**src/rtl/mac_8bit_tap_seq.sv**
```systemverilog
// Tap sequencer and result collector for one MAC_8BIT unit: pairs streamed samples with local coefficients.
// Optional FRAME_CNT output is enabled by defining MAC_TAP_SEQ_FRAME_CNT_EN.
module mac_8bit_tap_seq #(
  parameter int NUM_TAPS = 16
) (
  input  logic       MAC_ACC_CLK,
  input  logic       MAC_ACC_RST,
  input  logic       CFG_COEF_WE,
  input  logic [3:0] CFG_COEF_ADDR,
  input  logic [7:0] CFG_COEF_WDATA,
  input  logic [3:0] CFG_TAPS,
  input  logic [5:0] CFG_OUT_SEL,
  input  logic       CFG_RND,
  input  logic       CFG_SAT,
  input  logic       CFG_TC,
  input  logic [7:0] S_DATA,
  input  logic       S_VALID,
  output logic       S_READY,
  output logic [7:0] M_DATA,
  output logic       M_VALID,
  input  logic       M_READY,
  output logic [7:0] MAC_OPER_DATA,
  output logic [7:0] MAC_COEF_DATA,
  output logic       EFPGA_MATHB_CLK_EN,
  output logic       MAC_ACC_CLEAR,
  output logic       MAC_ACC_RND,
  output logic       MAC_ACC_SAT,
  output logic       MAC_TC,
  output logic [5:0] MAC_OUT_SEL,
  input  logic [7:0] MAC_OUT,
  output logic       BUSY
`ifdef MAC_TAP_SEQ_FRAME_CNT_EN
  ,
  output logic [15:0] FRAME_CNT
`endif
);

  typedef enum logic [1:0] {IDLE, RUN, ISSUE, CAPTURE} state_t;

  localparam logic [3:0] MAX_TAP = 4'(NUM_TAPS - 1);
  localparam logic [4:0] NT      = 5'(NUM_TAPS);

  state_t     state, state_nxt;
  logic [3:0] tap;
  logic [3:0] f_taps;
  logic [3:0] taps_clamp;
  logic [3:0] cur_taps;
  logic       first;
  logic       last;
  logic       hs;
  logic [7:0] coef [16];

  assign taps_clamp = (CFG_TAPS > MAX_TAP) ? MAX_TAP : CFG_TAPS;
  assign first      = (state == IDLE);
  // In IDLE the frame length is not latched yet, so look at the live config.
  assign cur_taps   = first ? taps_clamp : f_taps;
  assign last       = (tap == cur_taps);
  assign S_READY    = ~MAC_ACC_RST & (state == IDLE || state == RUN)
                      & ~(last & M_VALID & ~M_READY);
  assign hs         = S_VALID & S_READY;
  assign BUSY       = (state != IDLE);

  always_comb begin
    state_nxt = state;
    case (state)
      IDLE:    if (hs) state_nxt = last ? ISSUE : RUN;
      RUN:     if (hs && last) state_nxt = ISSUE;
      ISSUE:   state_nxt = CAPTURE;
      CAPTURE: state_nxt = IDLE;
      default: state_nxt = IDLE;
    endcase
  end

  always_ff @(posedge MAC_ACC_CLK or posedge MAC_ACC_RST) begin
    if (MAC_ACC_RST) begin
      state <= IDLE;
      tap   <= '0;
    end else begin
      state <= state_nxt;
      if (hs) tap <= last ? 4'd0 : tap + 4'd1;
    end
  end

  // Coefficients are deliberately not reset; a same-edge read sees the old value.
  always_ff @(posedge MAC_ACC_CLK) begin
    if (CFG_COEF_WE && ({1'b0, CFG_COEF_ADDR} < NT))
      coef[CFG_COEF_ADDR] <= CFG_COEF_WDATA;
  end

  always_ff @(posedge MAC_ACC_CLK or posedge MAC_ACC_RST) begin
    if (MAC_ACC_RST) begin
      f_taps      <= '0;
      MAC_OUT_SEL <= '0;
      MAC_ACC_SAT <= 1'b0;
      MAC_TC      <= 1'b0;
    end else if (hs && first) begin
      f_taps      <= taps_clamp;
      MAC_OUT_SEL <= CFG_OUT_SEL;
      MAC_ACC_SAT <= CFG_SAT;
      MAC_TC      <= CFG_TC;
    end
  end

  // Exactly one of CLEAR/RND on tap 0 restarts the accumulator.
  always_ff @(posedge MAC_ACC_CLK or posedge MAC_ACC_RST) begin
    if (MAC_ACC_RST) begin
      MAC_OPER_DATA      <= '0;
      MAC_COEF_DATA      <= '0;
      EFPGA_MATHB_CLK_EN <= 1'b0;
      MAC_ACC_CLEAR      <= 1'b0;
      MAC_ACC_RND        <= 1'b0;
    end else begin
      EFPGA_MATHB_CLK_EN <= hs;
      MAC_ACC_RND        <= hs & first & CFG_RND;
      MAC_ACC_CLEAR      <= hs & first & ~CFG_RND;
      if (hs) begin
        MAC_OPER_DATA <= S_DATA;
        MAC_COEF_DATA <= coef[tap];
      end
    end
  end

  always_ff @(posedge MAC_ACC_CLK or posedge MAC_ACC_RST) begin
    if (MAC_ACC_RST) begin
      M_DATA  <= '0;
      M_VALID <= 1'b0;
    end else if (state == CAPTURE) begin
      M_DATA  <= MAC_OUT;
      M_VALID <= 1'b1;
    end else if (M_VALID && M_READY) begin
      M_VALID <= 1'b0;
    end
  end

`ifdef MAC_TAP_SEQ_FRAME_CNT_EN
  always_ff @(posedge MAC_ACC_CLK or posedge MAC_ACC_RST) begin
    if (MAC_ACC_RST)             FRAME_CNT <= '0;
    else if (state == CAPTURE)   FRAME_CNT <= FRAME_CNT + 16'd1;
  end
`endif

endmodule

```
**config.mk**
```make
export PLATFORM = sky130hd
export DESIGN_NAME = mac_8bit_tap_seq
export DESIGN_NICKNAME = d
export VERILOG_FILES = /design/src/rtl/mac_8bit_tap_seq.sv
export SDC_FILE = /design/constraint.sdc
export NUM_CORES = 1
export LEC_CHECK = 0
export ABC_AREA = 1
export BUFFER_PORTS_ARGS = -buffer_cell sky130_fd_sc_hd__clkbuf_2
export CORE_UTILIZATION = 50
export CTS_BUF_LIST = sky130_fd_sc_hd__clkbuf_4
export CTS_CLUSTER_DIAMETER = 60
export DETAILED_ROUTE_END_ITERATION = 10
export PLACE_DENSITY = 0.7
export SYNTH_ARGS = -nofsm -noshare
export SYNTH_HDL_FRONTEND = slang
export SYNTH_SLANG_ARGS = --single-unit
```
**constraint.sdc**
```tcl
create_clock -name MAC_ACC_CLK -period 2.4 [get_ports MAC_ACC_CLK]
set_input_delay 0.36 -clock MAC_ACC_CLK [delete_from_list [all_inputs] [get_ports MAC_ACC_CLK]]
set_output_delay 0.36 -clock MAC_ACC_CLK [all_outputs]
set_load 0.05 [all_outputs]
```
==> metrics <==
Num CTS Buffers 17; worst path required time 2.04 ns; simple logic cell fraction of the synthesized area 0.176; Slew Limit Fails 0; initial drt markers 537; Crit path arrival time 2.07 ns; most frequent cell after synthesis nand2_1; Final WS setup -0.0273 ns; crit-path max FO 7; pin count of the biggest net entering global routing 67; failing checks negative setup slack; drt total wl 16.4 mm; Worst-Skew Late Latency 0.58 ns; Mapped Cells 643; Seq/Total Area, Yosys 0.701; most frequent cell on the critical path nand2_2; Total GRT Usage 0.237; Final period util 1.01; Min-Delay Path Class in2reg; crit-path leading delay family simple AND/OR/NAND/NOR gates; syn_nets 695; htree depth 4; Max Cap Viol 0; area of the core 0.0139 sq mm; clk buf depth 2; Post-synth EDFFs 128; CP startpoint kind flip-flop; maximum vdd ir drop 0.514 mV; critical path type reg2out; Post-synth ARST share 0.264; initial antenna violation count 1; Final ANT Viol Nets 0; main combinational cell family by area after synthesis simple AND/OR/NAND/NOR gates; synth warn 0; Worst Max-Slew Pin Slew 0.935 ns; Compound-Gate Fraction of Synth Area 0.0769; I/O pin total 84; die area 0.0147 sq mm; crit-path cells inv_2, ha_4, inv_6, nand2_4, nand2_2, nand2_2, nand2_4, nor2_4, nand3_4, nand2_2, inv_2, buf_8; drt pass-1 iters 5; layout net count 840; Final Hold Vio Count 0; first-pass GRT wire length 25.6 mm; crit path capture type output pin; clock sinks 174; Slowest cell on crit path dfrtp_1; Post-Synth XOR/XNOR Area 0.00246; total grt overflow 0; share of cells above drive strength 1 0.235; Crit path buffers/inverters 4; buffers added on ports 83; Yosys reg bits 174; P&R area growth vs syn 21.6%; fillers 1,046; Fmax 0.412 GHz; setup TNS -0.0273 ns; DP HPWL 10.5 mm; RSZ-0062 raised after global routing true; max incr delay on CP 0.42 ns; DP Cell Count 908; Leak 3.61 nW; Post-synth top cells nand2_1 (192), edfxtp_1 (128), nor2_1 (75), o21ai_0 (61), dfrtp_1 (46); CTS root buf clkbuf_4; Setup violations, final 1; total power 10.1 mW; Clock Pin Slew Worst Setup and Hold Paths 0.13 ns; main area contributors after synthesis edfxtp_1 (54%), dfrtp_1 (16%), nand2_1 (10%); Synth top area share 0.540; pwr dens 1160 mW/mm^2; post-route clock skew 0.0187 ns; Slew HR 0.376; Layout Cells excl Fill 981; fin util 0.624; mux cell area share after synthesis 0; Post-Synthesis Cell Area 0.00712 sq mm; vias in the first global route 5,232; DRC viols 0; Die X 121 um; status complete, but fails checks; initial core utilization 0.513; gpl congestion 0.845; Vert. Die Dim 121 um; CTS tree yes; WL/cell 16.7 um; Mapped Avg Cell Area 11.1 sq um; Fin Hold WS 0.0363 ns; predominant post-synthesis flop cell edfxtp_1; DR vias/cell 5.32; Post-Synth Adder-Cell Area 0.0105; Final min period 2.43 ns; leading area contributor after synthesis edfxtp_1; library cells used by synthesis 28; Rows 43; total number of vias 5,222
## state kept, by name, indices dropped and copies added, names as in the netlist, 2 cells and up
name	cells
MAC_COEF_DATA	8
f_taps	4
tap	4
MAC_OPER_DATA	8
coef	128
MAC_OUT_SEL	6
state	2
M_DATA	8
## metrics by stage
step                      instance area [sq um]  worst slack, ns
after floorplan                            7120            0.267
after global placement                     7850            0.304
after detailed placement                   7850            0.167
after CTS                                  8570           -0.102
after global routing                       8660           -0.161
final                                      8660          -0.0273
## area by class of cell
type                       count  area, sq um  area share
clock buffer                  17          128      0.0147
timing repair buffer         156         1050       0.122
multi-input combinational    416         1990       0.230
clock inverter                14          174      0.0201
inverter                      23         92.6      0.0107
sequential                   174         5000       0.577
antenna                        1         2.50    0.000289
tap                          180          225      0.0260
## cells by family (layout without fill, tap and decap cells)
group / Yosys count / in the layout
simple gates: 310 / 310
fa+ha+maj: 6 / 6
buf+inv: 53 / 210
flops: 174 / 174
compound gates: 98 / 98
xor+xnor: 2 / 2
other cells: 0 / 1
## power by group
group	switching, mW	internal (mW)	total (mW)
clock network	0.947	0.803	1.75
logic	3.08	1.35	4.44
registers	0.259	3.62	3.88
total	4.29	5.78	10.1
## layer usage
layer	vias up	global-route usage	wire (um)
met1	2507	0.297	7050
met2	197	0.393	7890
met5	-	0	0
met3	37	0.0555	1010
li1	2481	-	-
met4	0	0.0995	457
## timing repair
| item | CTS | global route |
|---|---|---|
| setup endpoints to repair | 1 | 1 |
| setup buffers | 11 | 1 |
| hold buffers | 29 | 0 |
| gates resized for setup | 15 | 21 |
| pin swaps | 8 | 7 |
| endpoints found under the hold margin | 63 | 0 |
## cell usage in the layout, fill, tap and decap left out, drive strengths merged, types with 8 or more instances in the layout
cell type    instances
o22ai               12
edfxtp             128
dlygate4sd3         29
clkinv               9
buf                 45
clkbuf              99
a21oi                8
inv                 22
nand3               36
nand2              193
dfrtp               46
o21ai               64
nor2                79
o211ai              10
## final timing paths
check,start,to,slack [ns],cells past startpoint
hold / removal,CFG_TAPS[0],f_taps[0]$_DFFE_PP0P_,0.04,3
setup reg to reg,tap[0]$_DFFE_PP0N_,state[0]$_DFFE_PP0P_,0.29,12
max in group asynchronous,MAC_ACC_RST,tap[1]$_DFFE_PP0N_,1.21,3
setup / recovery,state[1]$_DFFE_PP0P_,S_READY,-0.03,12
min in group asynchronous,MAC_ACC_RST,f_taps[3]$_DFFE_PP0P_,0.55,3
hold reg to reg,M_DATA[1]$_DFFE_PP0P_,M_DATA[1]$_DFFE_PP0P_,0.49,2
## tightest hold or removal path, cell delays in order
cell and delay [ns]:
clkbuf_2 0.10, nand2_1 0.05, o21ai_0 0.07
Power figures use the tool's default switching activity.
